===== config.mk =====
export PLATFORM = sky130hd
export DESIGN_NAME = mux_pipe_sel
export DESIGN_NICKNAME = d
export VERILOG_FILES = /design/src/rtl/mips_pkg.sv /design/src/rtl/pipe_stage_reg.sv /design/src/rtl/mux_pipe_sel.sv
export SDC_FILE = /design/constraint.sdc
export NUM_CORES = 1
export LEC_CHECK = 0
export CAP_MARGIN = 20
export CORE_AREA = 2 2 39 41
export DETAILED_ROUTE_END_ITERATION = 8
export DIE_AREA = 0 0 41 43
export PLACE_DENSITY = 0.78
export SYNTH_ARGS = -nofsm -noshare
export SYNTH_HDL_FRONTEND = slang
export SYNTH_SLANG_ARGS = --single-unit

===== constraint.sdc =====
create_clock -name clock -period 2.1 [get_ports clock]
set_clock_uncertainty 0.15 [all_clocks]
set_input_delay 0.42 -clock clock [delete_from_list [all_inputs] [get_ports clock]]
set_output_delay 0.42 -clock clock [all_outputs]
set_load 0.03 [all_outputs]

===== src/rtl/mips_pkg.sv =====
// Shared constants, stage word type and elaboration helpers for the MIPS datapath selectors.
package mips_pkg;

  localparam int DEF_WIDTH = 5;
  localparam int DEF_N_IN  = 4;

  typedef struct packed {
    logic                 vld;
    logic [DEF_WIDTH-1:0] dat;
  } stage_word_t;

  function automatic int clog2(input int value);
    int r;
    r = 0;
    for (int v = value - 1; v > 0; v = v >> 1) begin
      r = r + 1;
    end
    return r;
  endfunction

endpackage


===== src/rtl/pipe_stage_reg.sv =====
// One pipeline stage holding a valid bit and WIDTH data bits; flush clears, stall holds.
module pipe_stage_reg
  import mips_pkg::*;
#(
  parameter int WIDTH = DEF_WIDTH
) (
  input  logic             clock,
  input  logic             reset,
  input  logic             stall,
  input  logic             flush,
  input  logic             vld_i,
  input  logic [WIDTH-1:0] dat_i,
  output logic             vld_o,
  output logic [WIDTH-1:0] dat_o
);

  logic             vld_q, vld_d;
  logic [WIDTH-1:0] dat_q, dat_d;

  always_comb begin
    vld_d = vld_q;
    dat_d = dat_q;
    if (flush) begin
      vld_d = 1'b0;
      dat_d = '0;
    end else if (!stall) begin
      vld_d = vld_i;
      dat_d = dat_i;
    end
  end

  always_ff @(posedge clock) begin
    if (reset) begin
      vld_q <= 1'b0;
      dat_q <= '0;
    end else begin
      vld_q <= vld_d;
      dat_q <= dat_d;
    end
  end

  assign vld_o = vld_q;
  assign dat_o = dat_q;

endmodule


===== src/rtl/mux_pipe_sel.sv =====
// N-way selector feeding a DEPTH-stage register chain with valid, stall, flush and illegal-key pulse.
// Optional accepted-item counter port acc_cnt when MUX_PIPE_SEL_PERF_EN is defined.
module mux_pipe_sel
  import mips_pkg::*;
#(
  parameter int WIDTH = DEF_WIDTH,
  parameter int N_IN  = DEF_N_IN,
  parameter int SEL_W = 2,
  parameter int DEPTH = 1
) (
  input  logic                  clock,
  input  logic                  reset,
  input  logic [N_IN*WIDTH-1:0] entradas,
  input  logic [SEL_W-1:0]      key,
  input  logic                  valid_in,
  input  logic                  stall,
  input  logic                  flush,
  output logic [WIDTH-1:0]      saida,
  output logic                  valid_out,
  output logic                  sel_err
`ifdef MUX_PIPE_SEL_PERF_EN
  ,
  output logic [15:0]           acc_cnt
`endif
);

  if (N_IN < 2 || DEPTH < 1 || SEL_W < clog2(N_IN)) begin : g_bad_param
    $error("mux_pipe_sel: illegal parameter combination");
  end

  logic [WIDTH-1:0] sel_data;
  logic             key_legal;
  logic             normal_edge;

  // Loop compare keeps out-of-range keys from indexing past the flattened bus.
  always_comb begin
    sel_data  = '0;
    key_legal = 1'b0;
    for (int i = 0; i < N_IN; i++) begin
      if (key == SEL_W'(i)) begin
        sel_data  = entradas[i*WIDTH +: WIDTH];
        key_legal = 1'b1;
      end
    end
  end

  assign normal_edge = !flush && !stall;

  logic [DEPTH:0]            vld_c;
  logic [DEPTH:0][WIDTH-1:0] dat_c;

  assign vld_c[0] = valid_in && key_legal;
  assign dat_c[0] = vld_c[0] ? sel_data : '0;

  for (genvar k = 0; k < DEPTH; k++) begin : g_stage
    pipe_stage_reg #(.WIDTH(WIDTH)) u_stage (
      .clock (clock),
      .reset (reset),
      .stall (stall),
      .flush (flush),
      .vld_i (vld_c[k]),
      .dat_i (dat_c[k]),
      .vld_o (vld_c[k+1]),
      .dat_o (dat_c[k+1])
    );
  end

  assign saida     = dat_c[DEPTH];
  assign valid_out = vld_c[DEPTH];

  logic sel_err_q, sel_err_d;

  assign sel_err_d = normal_edge && valid_in && !key_legal;

  always_ff @(posedge clock) begin
    if (reset) begin
      sel_err_q <= 1'b0;
    end else begin
      sel_err_q <= sel_err_d;
    end
  end

  assign sel_err = sel_err_q;

`ifdef MUX_PIPE_SEL_PERF_EN
  logic [15:0] acc_cnt_q, acc_cnt_d;

  always_comb begin
    acc_cnt_d = acc_cnt_q;
    if (normal_edge && vld_c[0] && acc_cnt_q != 16'hFFFF) begin
      acc_cnt_d = acc_cnt_q + 16'd1;
    end
  end

  always_ff @(posedge clock) begin
    if (reset) begin
      acc_cnt_q <= '0;
    end else begin
      acc_cnt_q <= acc_cnt_d;
    end
  end

  assign acc_cnt = acc_cnt_q;
`endif

endmodule


**Word level (Yosys, flattened, before mapping)**

Cells that the tools add are included.

- Word-level logic and storage cells: 24
- Input port bits: 27
- Output and inout bits: 7
- Flip-flop bits (word level): 7

- Mux-type cells: 9
- Reductions and logical operators: 9
- Equal/unequal tests: 3

Operator list:

| cell | count |
|---|---|
| $mux 5 | 5 |
| $eq 2x2->1 const B | 2 |
| $logic_and 1x1->1 | 4 |
| $mux 1 | 4 |
| $logic_not 1->1 | 3 |
| $eq 2x1->1 const B | 1 |
| $logic_not 2->1 | 1 |
| $reduce_or 2->1 | 1 |

**Depth between registers and ports, before layout**

Gate-level depths: netlist of the first run.

- Depth after elaboration: 7
- Gate-level depth with buffers: 3

**Hierarchy**

A second synthesis of the first run with hierarchy kept.

- Cell total of the unflattened synthesis: 42
- Area, all modules: 399.1 µm²

Modules (own cells, without submodules):

| module | area an instance (µm²) | instances | cells an instance |
|---|---|---|---|
| pipe_stage_reg | 219.0 | 1 | 21 |
| mux_pipe_sel | 180.2 | 1 | 21 |

**Least setup slack after synthesis of the first run**

OpenSTA, ideal clock, no wires.

- Path type: in2reg
- Start point: input key[0]
- End point: register g_stage[0].u_stage.dat_q[0]
- Slack: 0.620 ns
- Arrival time: 1.213 ns
- Library setup time: 0.117 ns
- Stages: 3
- Cell sequence: buf_6 -> mux4_2 -> a32o_1

- Longest elaborated chain between the ends: 7
- Elaborated cells on any way between the ends: 14
- Those cells by class: 3 x eq/ne; 9 x mux; 2 x reduce/logical

RTL lines:

| element | line | source |
|---|---|---|
| from (decl) | mux_pipe_sel.sv:14 | `input logic [SEL_W-1:0] key,` |
| $logic_not 2->1 | mux_pipe_sel.sv:40 | `if (key == SEL_W'(i)) begin` |
| $mux 1 (4 in series) | mux_pipe_sel.sv:40 |  |
| $logic_and 1x1->1 | mux_pipe_sel.sv:52 | `assign vld_c[0] = valid_in && key_legal;` |
| $mux 5 * | mux_pipe_sel.sv:53 | `assign dat_c[0] = vld_c[0] ? sel_data : '0;` |
| to (signal assigned) | pipe_stage_reg.sv:38 | `dat_q <= dat_d;` |
| to (decl) | pipe_stage_reg.sv:18 | `logic [WIDTH-1:0] dat_q, dat_d;` |

Every way passes the cells marked *; elsewhere a longest branch is shown, timed or not.
A chain may end at the register's enable or synchronous reset.

**Worst setup path after layout of the first run**

- Start point: input key[0]
- End point: register g_stage[0].u_stage.dat_q[3]

Same word-level chain as after synthesis.

==> impl_metrics.csv, run 1 <==
group,metric,value,unit
place,place_hpwl,812,um
synthesis,synth_cell_types,11,
timing,hold_viol_final,0,
setup_path,r2r_cells,1,
floorplan,die_area,1760,um^2
floorplan,design.portCount,34,
final_layout,postLayoutCellArea,733,um^2
power,vdd_drop_max,0.220,mV
timing,fin_hold_ws,0.354,ns
clock_network,hold_buffers,0,
setup_path,cp_max_fo,5,
setup_path,startpoint_type,"input pin",
final_layout,final_common_cell,"clkdlybuf4s50_1",
final_layout,diodes,0,
clock_network,cts.repair.resized,0,
synthesis,synthAdderAreaFrac,0,%
final_layout,area_growth,82.6,%
setup_path,timing.rr.start,"g_stage[0].u_stage.dat_o[1]",
outcome,outcome,"completed",
timing,layout_min_cycle_time,1.84,ns
floorplan,die_w,41,um
clock_network,clk_pin_slew,0.05,ns
place,io_buffers,33,
timing,min_period_over_period,87.8,%
clock_network,cts-root-buf,"clkbuf_4",
detailed_routing,viasPerCell,4.92,
worst_hold_path,holdPathEnd,"g_stage[0].u_stage.dat_o[4]",
setup_path,critPathArrivalTime,1.84,ns
clock_network,cts_buffers,3,
clock_network,cts_tree,"yes",
detailed_routing,vias,374,
synthesis,yosysWarnings,0,
setup_path,rr_endpoint,"g_stage[0].u_stage.dat_o[1]",
place,placed_area,707,um^2
final_layout,multi_input_area,209,um^2
timing,rsz0062_at_grt,"false",
floorplan,dieHeight,43,um
final_layout,final_cell_mix,"clkdlybuf4s50_1, dfxtp_1, mux4_2, a32o_1, clkbuf_4",
floorplan,coreArea,1380,um^2
detailed_routing,final_antenna_net_count,0,
final_layout,drive_above_1_share,16.7,%
synthesis,synth_xor_xnor_area_share,0,%
synthesis,synthMuxAreaShare,30.5,%
detailed_routing,drt_iter0_markers,11,
global_route,antenna_found_initial,0,
timing,setup-violations-final,0,
detailed_routing,wirelength,959,um
final_layout,regArea,140,um^2
clock_network,clock-sinks,7,
global_route,grtUsageTotal,12.1,%
global_route,grt_first_pass_wirelength,1.43,mm
floorplan,rows,14,
setup_path,path_class,"in -> reg",
final_layout,nFillCells,129,
power,power_density,492,nW/um^2
synthesis,synth_top_family_by_area,"multiplexers",
floorplan,start_util,29.0,%
synthesis,synth_compound_area_share,12.5,%
clock_network,cts_buffer_depth,2,
job,maxCapViolCount,0,
global_route,overflow,0,
synthesis,synth_cells,29,
synthesis,synth-seq-area-share,34.9,%
final_layout,num-nets-final,88,
detailed_routing,drc,0,
setup_path,r2r_slack,1.29,ns
synthesis,synth.avg_cell_area,13.8,um^2
synthesis,synthesis.nets,56,
synthesis,yosys.area_share.simple,8.10,%
detailed_routing,drt_pass1_iterations,4,
synthesis,syn_area,402,um^2
clock_network,clkLatencyLatePin,0.25,ns
detailed_routing,wl_per_cell,12.6,um
timing,setup_tns,0,ns
setup_path,worstSetupEndpointType,"flop",
worst_hold_path,hold_class,"reg -> reg",
global_route,grt_pass1_vias,369,
timing,timing.fmax,542,MHz
timing,drv_slew,0,
clock_network,cts_setup_buffers,0,
setup_path,critical_path_required,2.09,ns
place,routabilityCongestion,0.597,
worst_hold_path,hold_depth,1,
worst_hold_path,holdCritStartpoint,"g_stage[0].u_stage.dat_o[4]",
global_route,grt_max_degree,7,
synthesis,synth-seq-cells,7,
power,leakage,0.264,nW
clock_network,htreeDepth,1,
-- power breakdown --
part	switching [W]	leakage, nW	internal, W	total (W)
registers	0.00000179	0.0571	0.000137	0.000139
logic	0.0000308	0.192	0.0000687	0.0000995
clock network	0.0000501	0.0150	0.0000725	0.000123
-- through the flow --
stage,power (W),instances,worst slack (ns),utilization (%)
5_1_grt,0.000375,76,0.203,53.0
4_1_cts,0.000367,76,0.256,53.0
6_report,0.000361,76,0.255,53.0
3_5_place_dp,0.000241,72,-0.00621,51.1
2_1_floorplan,0.000183,29,0.620,-
3_3_place_gp,0.000240,72,-0.0150,51.1
-- state kept, by name, summed over array words and instances, names as in the netlist --
name                   flops
g_stage.u_stage.vld_o      1
g_stage.u_stage.dat_o      5
sel_err                    1
-- worst max path at each step --
stage / start / endpoint / slack [ns] / cells after the start
after global placement: key[0] / g_stage[0].u_stage.dat_o[3] / -0.02 / 3
final: key[0] / g_stage[0].u_stage.dat_o[3] / 0.26 / 3
after floorplan: key[0] / g_stage[0].u_stage.dat_o[0] / 0.62 / 3
after global routing: key[0] / g_stage[0].u_stage.dat_o[2] / 0.20 / 3
after CTS: key[0] / g_stage[0].u_stage.dat_o[3] / 0.26 / 3
after detailed placement: key[0] / g_stage[0].u_stage.dat_o[4] / -0.006 / 3
-- critical path, stage by stage --
cell and delay (ns):
clkdlybuf4s50_1 0.65, mux4_2 0.55, a32o_1 0.22
-- layout make-up --
cell class	count	area share, %
timing repair buffer	34	46.1
sequential	7	19.1
clock buffer	4	3.58
multi-input combinational	15	28.5
tap	16	2.73
-- layer usage --
layer  up-vias  part of all wire (%)  global-route usage (%)
met3         2                    14                    2.09
met4         0                   1.8                    10.0
met1       163                    40                    15.2
met5         -                     0                       0
li1        176                     -                       -
met2        33                    44                    17.2
-- logic make-up after synthesis --
family                 after synthesis
flip-flops                           7
other                                1
AO/OA/AOI/OAI                        5
multiplexers                         6
buffers and inverters                7
AND/OR/NAND/NOR                      3
-- synth_stat cells (all sizes together) --
master	number	share of area (%)
dfxtp	7	35
buf	6	12
a32o	5	12
mux4	5	28
clkbuf	1	0.93
conb	1	0.93
mux2i	1	2.5
nor2	1	0.93
nor3	1	1.2
nor4b	1	5.9
Note: power is estimated with default switching activity, not from simulation.
==> run 2, diff against run 1 <==
--- a/config.mk
+++ b/config.mk
@@ -5,7 +5,6 @@
 export SDC_FILE = /design/constraint.sdc
 export NUM_CORES = 1
 export LEC_CHECK = 0
-export CAP_MARGIN = 20
 export CORE_AREA = 2 2 39 41
 export DETAILED_ROUTE_END_ITERATION = 8
 export DIE_AREA = 0 0 41 43
==> results of run 2 <==
No change in the layout: final DEF, timing and power equal those of run 1.
==> run 3, diff against run 2 <==
--- a/config.mk
+++ b/config.mk
@@ -8,7 +8,7 @@
 export CORE_AREA = 2 2 39 41
 export DETAILED_ROUTE_END_ITERATION = 8
 export DIE_AREA = 0 0 41 43
-export PLACE_DENSITY = 0.78
+export PLACE_DENSITY = 0.81
 export SYNTH_ARGS = -nofsm -noshare
 export SYNTH_HDL_FRONTEND = slang
 export SYNTH_SLANG_ARGS = --single-unit
==> impl_metrics.csv, run 3 (synthesis gave the netlist of run 1 again) <==
group,metric,value,unit
global_route,antenna_found_initial,0,
final_layout,drive_above_1_share,16.7,%
setup_path,critical_path_required,2.09,ns
setup_path,cp_max_fo,5,
clock_network,htreeDepth,1,
timing,timing.fmax,538,MHz
global_route,grt_pass1_vias,376,
clock_network,cts_buffers,3,
detailed_routing,vias,375,
detailed_routing,drt_iter0_markers,8,
setup_path,worstSetupEndpointType,"flop",
timing,min_period_over_period,88.5,%
job,maxCapViolCount,0,
timing,rsz0062_at_grt,"false",
detailed_routing,wirelength,856,um
clock_network,cts.repair.resized,0,
clock_network,hold_buffers,0,
timing,setup_tns,0,ns
power,leakage,0.264,nW
clock_network,clkLatencyLatePin,0.24,ns
place,place_hpwl,739,um
final_layout,final_util,53.0,%
final_layout,final_common_cell,"clkdlybuf4s50_1",
global_route,overflow,0,
final_layout,final_cell_mix,"clkdlybuf4s50_1, dfxtp_1, mux4_2, a32o_1, clkbuf_4",
setup_path,path_class,"in -> reg",
setup_path,startpoint_type,"input pin",
power,vdd_drop_max,0.207,mV
clock_network,clock-sinks,7,
detailed_routing,viasPerCell,4.93,
clock_network,cts_tree,"yes",
global_route,grt_first_pass_wirelength,1.46,mm
floorplan,die_area,1760,um^2
floorplan,rows,14,
worst_hold_path,hold_class,"reg -> reg",
clock_network,cts_buffer_depth,2,
detailed_routing,final_antenna_net_count,0,
floorplan,design.portCount,34,
clock_network,clk_pin_slew,0.05,ns
final_layout,area_growth,82.6,%
floorplan,die_w,41,um
setup_path,critPathArrivalTime,1.85,ns
floorplan,coreArea,1380,um^2
power,p_seq_share,38.9,%
power,combPwrFrac,27.6,%
global_route,grtUsageTotal,12.5,%
timing,setup-violations-final,0,
detailed_routing,wl_per_cell,11.3,um
timing,hold_viol_final,0,
place,post-place-ws,-0.0354,ns
clock_network,cts_setup_buffers,0,
detailed_routing,drc,0,
final_layout,num-nets-final,88,
worst_hold_path,hold_depth,1,
power,power_density,487,nW/um^2
final_layout,largest_reg_flops,5,
place,routabilityCongestion,0.674,
place,io_buffers,33,
floorplan,dieHeight,43,um
timing,layout_setup_ws,0.241,ns
power,power.share.clock,33.5,%
global_route,grt_max_degree,7,
final_layout,instances_no_fill,76,
floorplan,start_util,29.0,%
setup_path,r2r_cells,1,
power,p_sw,0.0000788,W
outcome,outcome,"completed",
timing,layout_min_cycle_time,1.86,ns
place,dp_cells,72,
clock_network,cts-root-buf,"clkbuf_4",
final_layout,diodes,0,
detailed_routing,drt_pass1_iterations,3,
final_layout,postLayoutCellArea,733,um^2
timing,drv_slew,0,
power,p_int,0.000278,W
place,placed_area,707,um^2
power,swShare,22.1,%
-- run 3: metal layers --
layer / routed length [um] / GRT usage [%] / up-vias
met5: 0 / 0 / -
met4: 14 / 8.00 / 0
met3: 118 / 3.14 / 2
met2: 386 / 18.1 / 31
met1: 336 / 15.7 / 169
li1: - / - / 173
-- run 3: worst max-delay path, cell delays in order --
cell	delay, ns
clkdlybuf4s50_1	0.65
mux4_2	0.56
a32o_1	0.22
-- run 3: stage by stage --
stage               power, W  hold slack, ns
floorplan           0.000183           0.320
global placement    0.000240           0.330
detailed placement  0.000240           0.346
CTS                 0.000362           0.358
global route        0.000375           0.381
finish              0.000357           0.348
-- run 3: final timing paths --
path | slack [ns] | to | from
worst min-delay path | 0.35 | g_stage[0].u_stage.dat_o[3] | g_stage[0].u_stage.dat_o[3]
worst max-delay path | 0.24 | g_stage[0].u_stage.dat_o[3] | key[0]
worst max register to register | 1.30 | g_stage[0].u_stage.dat_o[0] | g_stage[0].u_stage.dat_o[0]
worst min register to register | 0.35 | g_stage[0].u_stage.dat_o[3] | g_stage[0].u_stage.dat_o[3]
-- run 3: cell type report --
cell class                      instances  area [um^2]
Clock buffer                            4         26.3
Sequential cell                         7          140
Tap cell                               16         20.0
Fill cell                             132          651
Timing Repair Buffer                   34          338
Multi-Input combinational cell         15          209
-- run 3: power by group through the flow --
stage	Clock (W)	Sequential, W	Combinational [W]
6_report	0.000120	0.000139	0.0000984
5_1_grt	0.000130	0.000139	0.000106
4_1_cts	0.000123	0.000139	0.0000994
3_5_place_dp	0	0.000142	0.0000989
3_3_place_gp	0	0.000141	0.0000985
2_1_floorplan	0	0.000144	0.0000383
